File: config.mk
export PLATFORM = sky130hd
export DESIGN_NAME = parallel_key_search_ctrl
export DESIGN_NICKNAME = d
export VERILOG_FILES = /design/src/rtl/parallel_key_search_ctrl.sv
export SDC_FILE = /design/constraint.sdc
export NUM_CORES = 1
export LEC_CHECK = 0
export ABC_CLOCK_PERIOD_IN_PS = 4310
export CAP_MARGIN = 20
export CORE_MARGIN = 1.5
export CORE_UTILIZATION = 50
export DETAILED_ROUTE_END_ITERATION = 6
export GPL_TIMING_DRIVEN = 0
export PLACE_DENSITY = 0.82
export SLEW_MARGIN = 5
export SYNTH_ARGS = -nofsm -noshare
export SYNTH_HDL_FRONTEND = slang
export SYNTH_SLANG_ARGS = --single-unit
File: constraint.sdc
create_clock -name CLOCK_50 -period 4.31 [get_ports CLOCK_50]
set_clock_uncertainty 0.05 [all_clocks]
set_input_delay 0.862 -clock CLOCK_50 [delete_from_list [all_inputs] [get_ports CLOCK_50]]
set_output_delay 0.862 -clock CLOCK_50 [all_outputs]
set_load 0.01 [all_outputs]
File: src/rtl/parallel_key_search_ctrl.sv
// Parallel key-search controller: hands consecutive keys to a pool of decryption
// cores and stops the whole pool on the first core that reports a valid message.
module parallel_key_search_ctrl #(
  parameter int NUM_CORES = 4,
  parameter int KEY_WIDTH = 24,
  parameter int KEY_BITS  = 22
) (
  input  logic                           CLOCK_50,
  input  logic                           reset,
  input  logic                           start,
  input  logic [KEY_BITS-1:0]            key_lo,
  input  logic [KEY_BITS-1:0]            key_hi,
  output logic [NUM_CORES-1:0]           core_start,
  output logic [NUM_CORES*KEY_WIDTH-1:0] core_key,
  output logic                           core_abort,
  input  logic [NUM_CORES-1:0]           core_done,
  input  logic [NUM_CORES-1:0]           core_valid,
  output logic                           busy,
  output logic                           found,
  output logic                           not_found,
  output logic [KEY_WIDTH-1:0]           found_key,
  output logic [2:0]                     found_core,
  output logic [KEY_BITS:0]              keys_tried
);

  // state       | meaning
  // S_IDLE      | waiting for the first start after reset
  // S_RUN       | dispatching keys to idle cores
  // S_DRAIN     | every key dispatched, waiting for busy cores to finish
  // S_FOUND     | valid key latched, cores aborted
  // S_NOT_FOUND | range exhausted with no valid key
  localparam logic [2:0] S_IDLE      = 3'd0;
  localparam logic [2:0] S_RUN       = 3'd1;
  localparam logic [2:0] S_DRAIN     = 3'd2;
  localparam logic [2:0] S_FOUND     = 3'd3;
  localparam logic [2:0] S_NOT_FOUND = 3'd4;

  logic [2:0]                     state_q, state_d;
  logic [KEY_BITS:0]              next_key_q, next_key_d;
  logic [KEY_BITS-1:0]            end_key_q, end_key_d;
  logic [NUM_CORES-1:0]           core_busy_q, core_busy_d;
  logic [NUM_CORES-1:0]           core_start_d;
  logic [NUM_CORES*KEY_WIDTH-1:0] core_key_d;
  logic                           core_abort_d;
  logic [KEY_BITS:0]              keys_tried_d;
  logic [KEY_WIDTH-1:0]           found_key_d;
  logic [2:0]                     found_core_d;

  logic [NUM_CORES-1:0] hit;
  logic [NUM_CORES-1:0] idle_sel;
  logic [3:0]           done_cnt;
  logic [2:0]           hit_idx;
  logic [KEY_WIDTH-1:0] hit_key;
  logic [KEY_WIDTH-1:0] dispatch_key;
  logic                 last_key;

  assign hit          = core_done & core_valid;
  assign dispatch_key = KEY_WIDTH'(next_key_q[KEY_BITS-1:0]);
  assign last_key     = (next_key_q[KEY_BITS-1:0] == end_key_q);

  // Walking from the top down leaves the lowest-index idle core and valid hit selected.
  always_comb begin
    idle_sel = '0;
    hit_idx  = '0;
    hit_key  = '0;
    done_cnt = '0;
    for (int i = NUM_CORES - 1; i >= 0; i--) begin
      if (!core_busy_q[i]) begin
        idle_sel    = '0;
        idle_sel[i] = 1'b1;
      end
      if (hit[i]) begin
        hit_idx = 3'(i);
        hit_key = core_key[i*KEY_WIDTH +: KEY_WIDTH];
      end
      done_cnt = done_cnt + 4'(core_done[i]);
    end
  end

  always_comb begin
    state_d      = state_q;
    next_key_d   = next_key_q;
    end_key_d    = end_key_q;
    core_busy_d  = core_busy_q;
    core_start_d = '0;
    core_key_d   = core_key;
    core_abort_d = 1'b0;
    keys_tried_d = keys_tried;
    found_key_d  = found_key;
    found_core_d = found_core;

    case (state_q)
      S_IDLE, S_FOUND, S_NOT_FOUND: begin
        if (start) begin
          next_key_d   = {1'b0, key_lo};
          end_key_d    = key_hi;
          keys_tried_d = '0;
          found_key_d  = '0;
          found_core_d = '0;
          core_busy_d  = '0;
          state_d      = (key_lo > key_hi) ? S_NOT_FOUND : S_RUN;
        end
      end
      S_RUN, S_DRAIN: begin
        keys_tried_d = keys_tried + (KEY_BITS+1)'(done_cnt);
        // A core finishing this cycle is still seen as busy by idle_sel, so it waits a cycle.
        core_busy_d  = core_busy_q & ~core_done;
        if (|hit) begin
          state_d      = S_FOUND;
          found_key_d  = hit_key;
          found_core_d = hit_idx;
          core_abort_d = 1'b1;
          core_busy_d  = '0;
        end else if (state_q == S_RUN) begin
          if (|idle_sel) begin
            core_start_d = idle_sel;
            core_busy_d  = core_busy_d | idle_sel;
            for (int i = 0; i < NUM_CORES; i++) begin
              if (idle_sel[i]) core_key_d[i*KEY_WIDTH +: KEY_WIDTH] = dispatch_key;
            end
            next_key_d = next_key_q + (KEY_BITS+1)'(1);
            if (last_key) state_d = S_DRAIN;
          end
        end else if (core_busy_d == '0) begin
          state_d = S_NOT_FOUND;
        end
      end
      default: state_d = S_IDLE;
    endcase
  end

  always_ff @(posedge CLOCK_50) begin
    if (reset) begin
      state_q     <= S_IDLE;
      next_key_q  <= '0;
      end_key_q   <= '0;
      core_busy_q <= '0;
      core_start  <= '0;
      core_key    <= '0;
      core_abort  <= 1'b0;
      busy        <= 1'b0;
      found       <= 1'b0;
      not_found   <= 1'b0;
      found_key   <= '0;
      found_core  <= '0;
      keys_tried  <= '0;
    end else begin
      state_q     <= state_d;
      next_key_q  <= next_key_d;
      end_key_q   <= end_key_d;
      core_busy_q <= core_busy_d;
      core_start  <= core_start_d;
      core_key    <= core_key_d;
      core_abort  <= core_abort_d;
      busy        <= (state_d == S_RUN) || (state_d == S_DRAIN);
      found       <= (state_d == S_FOUND);
      not_found   <= (state_d == S_NOT_FOUND);
      found_key   <= found_key_d;
      found_core  <= found_core_d;
      keys_tried  <= keys_tried_d;
    end
  end

endmodule

=== Word-level counts from Yosys, hierarchy flattened ===
Cells that the tools add are included.
Widths: inputs -> output; s select.

* Bits of input ports: 55
* Latch bits: 0
* Memories: 0
* Register bits: 198
* Bits in writable memories: 0
* Memory bits (read-only): 0
* Word-level logic and storage cells: 101

* $mul: 0
* Shift operators: 0
* Magnitude comparators: 1
* Div/mod/pow operators: 0
* Multiplexer cells: 39
* Reduce and logical (&&, ||, !) cells: 18
* Bitwise logic cells: 8
* Add/sub/neg operators: 5
* Eq/ne operators: 14

{| class="wikitable"
|+ Operator list
! kind !! number
|-
| $mux 24 || 5
|-
| $mux 23 || 5
|-
| $pmux 23 s2 || 2
|-
| $pmux 24 s2 || 1
|-
| $mux 3 || 12
|-
| $mux 4 || 8
|-
| $reduce_and 5->1 || 5
|-
| $add 23x1->23 const B || 1
|-
| $add 23x4->23 || 1
|-
| $eq 22x22->1 || 1
|-
| $gt 22x22->1 || 1
|-
| $mux 22 || 1
|-
| $eq 3x2->1 const B || 4
|-
| $pmux 3 s2 || 2
|-
| $ne 2x2->1 const B || 5
|-
| $and 4x4->4 || 2
|-
| $pmux 4 s2 || 1
|-
| $reduce_or 4->1 || 2
|-
| $reduce_or 8->1 || 1
|-
| $eq 3x1->1 const B || 2
|-
| $eq 3x3->1 const B || 2
|-
| $add 3x1->4 || 1
|-
| $logic_not 4->1 || 1
|-
| $not 1->1 || 4
|-
| other kinds (13) || 15
|}

=== Longest topological paths before layout ===
* Depth in word-level cells: 11
* Mapped depth: 10
* Depth with buffers taken out: 10

=== Worst setup path before layout ===
OpenSTA, ideal clock, no wires.

* Path type: input-to-reg
* Start point: input core_done[0]
* End point: register keys_tried[20]
* Arrival time: 2.749 ns
* Setup time: 0.128 ns
* Path slack: 1.383 ns
* Stages: 10
* Path through: fa_1 > inv_1 > fa_1 > inv_1 > fa_1 > o211ai_1 > nor3_2 > nand3_1 > xor2_1 > nor2_1

* Word-level cells in the longest chain between the ends: 3

{| class="wikitable"
|+ RTL lines
! what !! line !! RTL
|-
| start: declaration || 16 || <nowiki>input logic [NUM_CORES-1:0] core_done,</nowiki>
|-
| $add 3x1->4 || 76 || <nowiki>done_cnt = done_cnt + 4'(core_done[i]);</nowiki>
|-
| $add 23x4->23 || 105 || <nowiki>keys_tried_d = keys_tried + (KEY_BITS+1)'(done_cnt);</nowiki>
|-
| $pmux 23 s2 || 92 || <nowiki>case (state_q)</nowiki>
|-
| end signal: assignment || 160 || <nowiki>keys_tried <= keys_tried_d;</nowiki>
|-
| end: declaration || 23 || <nowiki>output logic [KEY_BITS:0] keys_tried</nowiki>
|}

Every way passes these cells.
A chain may end at the register's enable or synchronous reset.

=== Final worst setup path ===
* Start point: input core_done[1]
* End point: register keys_tried[20]

* Word-level cells in the longest chain between the ends: 4

{| class="wikitable"
|+ RTL lines
! what !! line
|-
| $add 2x1->3 || 76
|-
| $add 3x1->4 || 76
|-
| $add 23x4->23 || 105
|-
| $pmux 23 s2 || 92
|}

Every way passes these cells.

==> flow_metrics.tcl <==
set metrics [dict create \
    grt_max_degree 20 \
    grt_overflow 0 \
    cts_setup_buffers 0 \
    crit_type "in -> reg" \
    synth_cell_type_count 56 \
    reg2reg_from "next_key_q[18]$_SDFFE_PP0P_" \
    reg2reg_slack_ns 1.87 \
    hold_viol 0 \
    regArea_mm2 0.003884 \
    h-tree-depth 4 \
    finish.instance_area_mm2 0.01205 \
    timing.slew.headroom_pct 46.25 \
    worst_slew_pin_slew_ns 0.8063 \
    synth_warnings 0 \
    area_growth_pct 31.09 \
    final_util_pct 66.85 \
    drive_gt1_share_pct 6.751 \
    drtIter0Drc 945 \
    cts_tree "built" \
    busiest_layer "met2" \
    nFillCells 1515 \
    cts_inserted_buffers 17 \
    met1_usage_pct 39.87 \
    clockBufferDepth 2 \
    worstPathArrival_ns 3.65 \
    antenna_found_initial 0 \
    ys_ff_latch 194 \
    grt_pass1_vias 8672 \
    grt.total_usage_pct 29.90 \
    synth_edf_count 0 \
    num_rows 49 \
    hold_path_class "reg -> reg" \
    min_period_over_period_pct 78.67 \
    dp_cells 1619 \
    synth_top_cell_area_share_pct 42.25 \
    drtPass1Iterations 6 \
    synth.cell_area_mm2 0.009191 \
    drc 0 \
    routed_wl_um 29490 \
    holdPathStages 2 \
    cellLeakagePower_uw 0.004399 \
    grt.met3_usage_pct 5.145 \
    worstPathRequired_ns 4.57 \
    antenna_left 0 \
    cts_hold_buf 0 \
    use_met2_pct 48.42 \
    port_buffers 196 \
    synth_sequential_area_ratio_pct 42.25 \
    synthFlopType "dfxtp_1" \
    r2r_end "busy$_SDFF_PP0_" \
    status "complete, no violations" \
    synth_area_leaders "dfxtp_1 (42%), nand2_1 (11%), a21oi_1 (9.4%)" \
    maxSlewViolCount 0 \
    synthArstFlopShare_pct 0 \
    yosysMostFrequentCell "nand2_1" \
    final_nets 1491 \
    syn_inst 1184 \
    max_freq_ghz 0.2949 \
    setup_viol 0 \
    syn_avg_cell_area_um2 7.763 \
    tns_ns 0 \
    multi_input_area_mm2 0.004697 \
    vdd_ir_drop_max_uv 335.7 \
    netlist_top_cells_count "nand2_1 (279), dfxtp_1 (194), a21oi_1 (172)" \
    root_buffer "clkbuf_16" \
    min_period_ns 3.391 \
    fp.dieH_um 138.6 \
    holdPathEnd "end_key_q[3]$_SDFFE_PP0P_" \
    worst_r2r_path_depth 7 \
    hold_path.startpoint "end_key_q[3]$_SDFFE_PP0P_" \
    die-area_mm2 0.01920 \
    critPathMaxFanout 7 \
    cap_viol_max_count 0 \
    placed_area_mm2 0.01148 \
    layout.cells.non_filler 1651 \
    rsz0062_at_grt "false" \
    wire_per_inst_um 17.86 \
    clk_pin_slew_worst_paths_ns 0.08 \
    start_util_pct 50.99 \
    power_density_mw_per_mm2 390.5 \
    die_w_um 138.6 \
    gp_congestion 0.9141 \
    viasPerCell 5.740 \
    dp_slack_ns 0.5000 \
    insertion_delay_ns 0.44 \
    dp_hpwl_um 22400 \
    num_io_pins 209 \
    cp-end-kind "flip-flop" \
    fin_ws_ns 0.9195 \
    antenna_cells 0 \
    post_cts_resized 0 \
    coreArea_mm2 0.01802 \
    cp-start-kind "primary input" \
    grt_pass1_wl_um 46090 \
    cts_sinks 194 \
    vias 9477 \
    synth_top_cell_by_area "dfxtp_1" \
]
==> cell usage in the layout, fill, tap and decap left out, types with 11 or more instances in the layout <==
cell type	n
nand2_1	279
o22ai_1	26
clkbuf_1	57
nand3_1	27
nor3_1	28
clkbuf_16	17
dfxtp_1	194
buf_4	12
inv_1	31
buf_2	32
xor2_1	33
a21oi_1	172
a221oi_1	23
nand4_1	15
xnor2_1	15
ha_1	24
o21ai_0	21
nor2_1	82
clkdlybuf4s50_1	196
conb_1	11
==> critical path, cell delays in order <==
cell and delay (ns):
clkdlybuf4s50_1 0.59, fa_1 0.58, inv_1 0.05, fa_1 0.38
inv_1 0.08, fa_1 0.19, o211ai_1 0.18, nor3_2 0.39
nand3_1 0.14, xor2_1 0.17, nor2_1 0.05
==> area by class of cell <==
class / instances / share of cell area, %
Tap cell: 229 / 2.378
Buffer: 107 / 4.413
Clock buffer: 17 / 3.531
Multi-Input combinational cell: 862 / 38.98
Sequential cell: 194 / 32.23
Inverter: 31 / 0.9657
Clock inverter: 15 / 1.215
Timing Repair Buffer: 196 / 16.28
==> flip-flops by register name (all words and copies together) (netlist names) <==
name	cells
not_found	1
state_q	3
core_busy_q	4
found	1
end_key_q	22
next_key_q	22
found_key	22
core_abort	1
core_key	88
busy	1
core_start	4
found_core	2
keys_tried	23
==> kinds of logic after synthesis <==
family / count (synthesis) / share of synthesized area, %
adder cells (fa/ha/maj): 27 / 3.921
AND/OR/NAND/NOR: 486 / 23.54
XOR/XNOR: 48 / 4.574
other: 1 / 0.04080
flip-flops: 194 / 42.25
buffers and inverters: 138 / 7.051
AO/OA/AOI/OAI: 290 / 18.62
==> stage by stage <==
step                      hold slack (ns)  total power [µW]
after detailed placement           0.4118              3171
final                              0.4197              4706
after floorplan                    0.3978              2750
after global routing               0.4396              4888
after global placement             0.4071              3153
after CTS                          0.4220              4678
==> how the worst max path moves through the flow <==
| stage | cells past startpoint | slack [ns] | start | end |
|---|---|---|---|---|
| finish | 11 | 0.92 | core_done[1] | keys_tried[20]$_SDFFE_PP0P_ |
| detailed placement | 11 | 0.50 | core_done[1] | keys_tried[20]$_SDFFE_PP0P_ |
| global placement | 11 | 0.53 | core_done[1] | keys_tried[20]$_SDFFE_PP0P_ |
| CTS | 11 | 0.95 | core_done[1] | keys_tried[20]$_SDFFE_PP0P_ |
| global route | 11 | 0.77 | core_done[1] | keys_tried[20]$_SDFFE_PP0P_ |
| floorplan | 10 | 1.38 | core_done[0] | keys_tried[20]$_SDFFE_PP0P_ |
==> power breakdown <==
| part | switching (µW) | internal, µW |
|---|---|---|
| Sequential | 75.4 | 1900 |
| Clock | 775 | 768 |
| Combinational | 756 | 432 |
| Total | 1610 | 3100 |
==> layer usage <==
layer,vias to the layer above,routed length (µm)
met3,63,2519
met2,503,13590
met1,4425,12510
li1,4486,-
met4,0,870
met5,-,0
Power figures use the tool's default switching activity.
==> variant: new RTL, same flow settings <==
`found_key` no longer has a reset.
--- a/src/rtl/parallel_key_search_ctrl.sv
+++ b/src/rtl/parallel_key_search_ctrl.sv
@@ -143,3 +143,2 @@
       not_found   <= 1'b0;
-      found_key   <= '0;
       found_core  <= '0;
@@ -157,3 +156,2 @@
       not_found   <= (state_d == S_NOT_FOUND);
-      found_key   <= found_key_d;
       found_core  <= found_core_d;
@@ -163,2 +161,6 @@
 
+  always_ff @(posedge CLOCK_50) begin
+    found_key <= found_key_d;
+  end
+
 endmodule
Formal check against the unedited RTL: differs if reset is asserted again (counterexample within 4 cycles, from zero or initial values and one cycle with reset high); with reset held inactive, the same outputs for 4 cycles.
==> variant against the unedited design <==
Routed wire length shrank 5.1%. Sequential share of layout area grew 1.5 points. Critical path type unchanged. Synthesized area increased by 0.56%. Sequential cell count stayed put. Critical endpoint is now keys_tried[16]. Final area rose by 0.93%. Combinational power up 15%. Total power increased by 8.5%. Setup slack worse by 230 ps. Largest power group unchanged.
==> variant: results (changes against the unedited design) <==
place_area_mm2: 0.0115  # +0.60%
globalplace.congestion: 0.942  # +3.0%
synth_top_area_share_pct: 37.3  # -5.0 points
crit_start: "core_done[0]"
critPathMaxStageDelay_ps: 620  # +30 ps
nets: 1456  # -2.3%
place_inst: 1584  # -2.2%
synth_top_cells_by_count: "298 x nand2_1, 172 x dfxtp_1, 168 x a21oi_1, 67 x clkbuf_1, 49 x nor2_1"
swShare_pct: 33.2  # -0.94 points
relSlewSlack_pct: 47.7  # +1.4 points
p_leak_nw: 4.38  # -0.44%
rrSetupSlack_ps: 1300  # -570 ps
via_per_inst: 5.66  # -1.4%
slowest_stage: "fa_1"
clk_pin_slew_ps: 70
crit_path_max_fanout: 6  # -1
antennaDiodeCount: 0  # unchanged
outcome: "complete, no violations"
drt_wl_total_um: 28000  # -5.1%
cts_buffers: 17  # unchanged
syn_area_per_cell_um2: 8.05  # +3.7%
cts-root-buf: "clkbuf_16"
critPathCapture: "keys_tried[16]"
hold_ws_ps: 416  # -3.46 ps
arrival_ps: 3890  # +240 ps
portBuffers: 196  # unchanged
seq_area_frac_synth_pct: 44.4  # +2.1 points
antenna_found_initial: 1  # +1
drt_first_pass_iters: 6  # unchanged
htreeDepth: 4  # unchanged
drive_above_1_share_pct: 5.98  # -0.77 points
ys.flop_type: "dfxtp_1"
synth_cell_types: 56  # unchanged
r2r_start: "state_q[1]"
vdd_drop_max_mv: 0.367  # +9.2%
r2r-end: "found_key[3]"
clockBufferDepth: 2  # unchanged
grt_pass1_wl_um: 43900  # -4.8%
synth_edf_count: 22  # +22
grt_usage_pct: 28.5  # -1.4 points
cts_resized: 0  # unchanged
grt_pass1_vias: 8361  # -3.6%
synth.area.top_cells: "dfxtp_1 37%, nand2_1 12%, a21oi_1 9.1%, edfxtp_1 7.1%, xor2_1 3.5%"
post_drt_wl_per_cell_um: 17.3  # -3.1%
drt_iter0_markers: 799  # -15%
ff2ff_path_depth: 9  # +2
dp_hpwl_um: 21600  # -3.6%
## variant: cell count changes after synthesis, sizes merged, moves of 19 or more
| cell | before | now |
|---|---|---|
| nor2 | 82 | 49 |
| a221o | 0 | 23 |
| a221oi | 23 | 1 |
| dfxtp | 194 | 172 |
| edfxtp | 0 | 22 |
| o211ai | 2 | 23 |
| nand2 | 279 | 299 |
| nor3 | 32 | 13 |
| o22ai | 26 | 7 |
## variant: per-layer routing
layer	GRT usage, %	up-vias	share of wire (%)
li1	-	4379	-
met2	47.0	486	48
met1	37.1	4228	41
met3	5.52	56	9.2
met5	0	-	0
met4	10.6	0	2.4
## variant: layout make-up
class | count | area [µm²]
plain buffers | 104 | 477
clock buffers | 17 | 425
clock inverters | 15 | 190
fillers | 1562 | 5860
inverters | 37 | 139
multi-input cells | 823 | 4560
flip-flops and latches | 194 | 4100
well taps | 229 | 287
repair buffers | 197 | 1980
## variant: worst min-delay path by stage
| stage | startpoint | depth (start not counted) | to |
|---|---|---|---|
| after floorplan | end_key_q[0] | 2 | end_key_q[0] |
| after global placement | end_key_q[16] | 2 | end_key_q[16] |
| after detailed placement | end_key_q[14] | 2 | end_key_q[14] |
| after CTS | end_key_q[14] | 2 | end_key_q[14] |
| after global routing | end_key_q[19] | 2 | end_key_q[19] |
| final | end_key_q[14] | 2 | end_key_q[14] |
## variant: through the flow
step | power, mW | worst slack [ps]
after detailed placement | 3.46 | 234
final | 5.10 | 694
after CTS | 5.08 | 669
after floorplan | 2.93 | 1260
after global placement | 3.43 | 300
after global routing | 5.31 | 529
## variant: cell families after synthesis
logic type	Yosys count	synth area share (%)
AO/OA/AOI/OAI	296	19.8
XOR/XNOR	44	4.17
adder cells (fa/ha/maj)	27	3.90
buffers and inverters	141	6.66
flip-flops	194	44.4
other	1	0.0406
AND/OR/NAND/NOR	445	21.1
## variant: worst max-delay path: cells and delay by family
kind	cells	cell delay, ps
XOR/XNOR	1	150
adder cells (fa/ha/maj)	3	1190
buffers and inverters	3	750
AND/OR/NAND/NOR	4	930
## variant: power by group through the flow
| stage | clock network (mW) | registers [mW] | logic, mW |
|---|---|---|---|
| after floorplan | 0 | 2.16 | 0.769 |
| after global routing | 1.73 | 2.11 | 1.48 |
| after detailed placement | 0 | 2.13 | 1.34 |
| after global placement | 0 | 2.12 | 1.30 |
| final | 1.65 | 2.08 | 1.37 |
| after CTS | 1.65 | 2.08 | 1.35 |
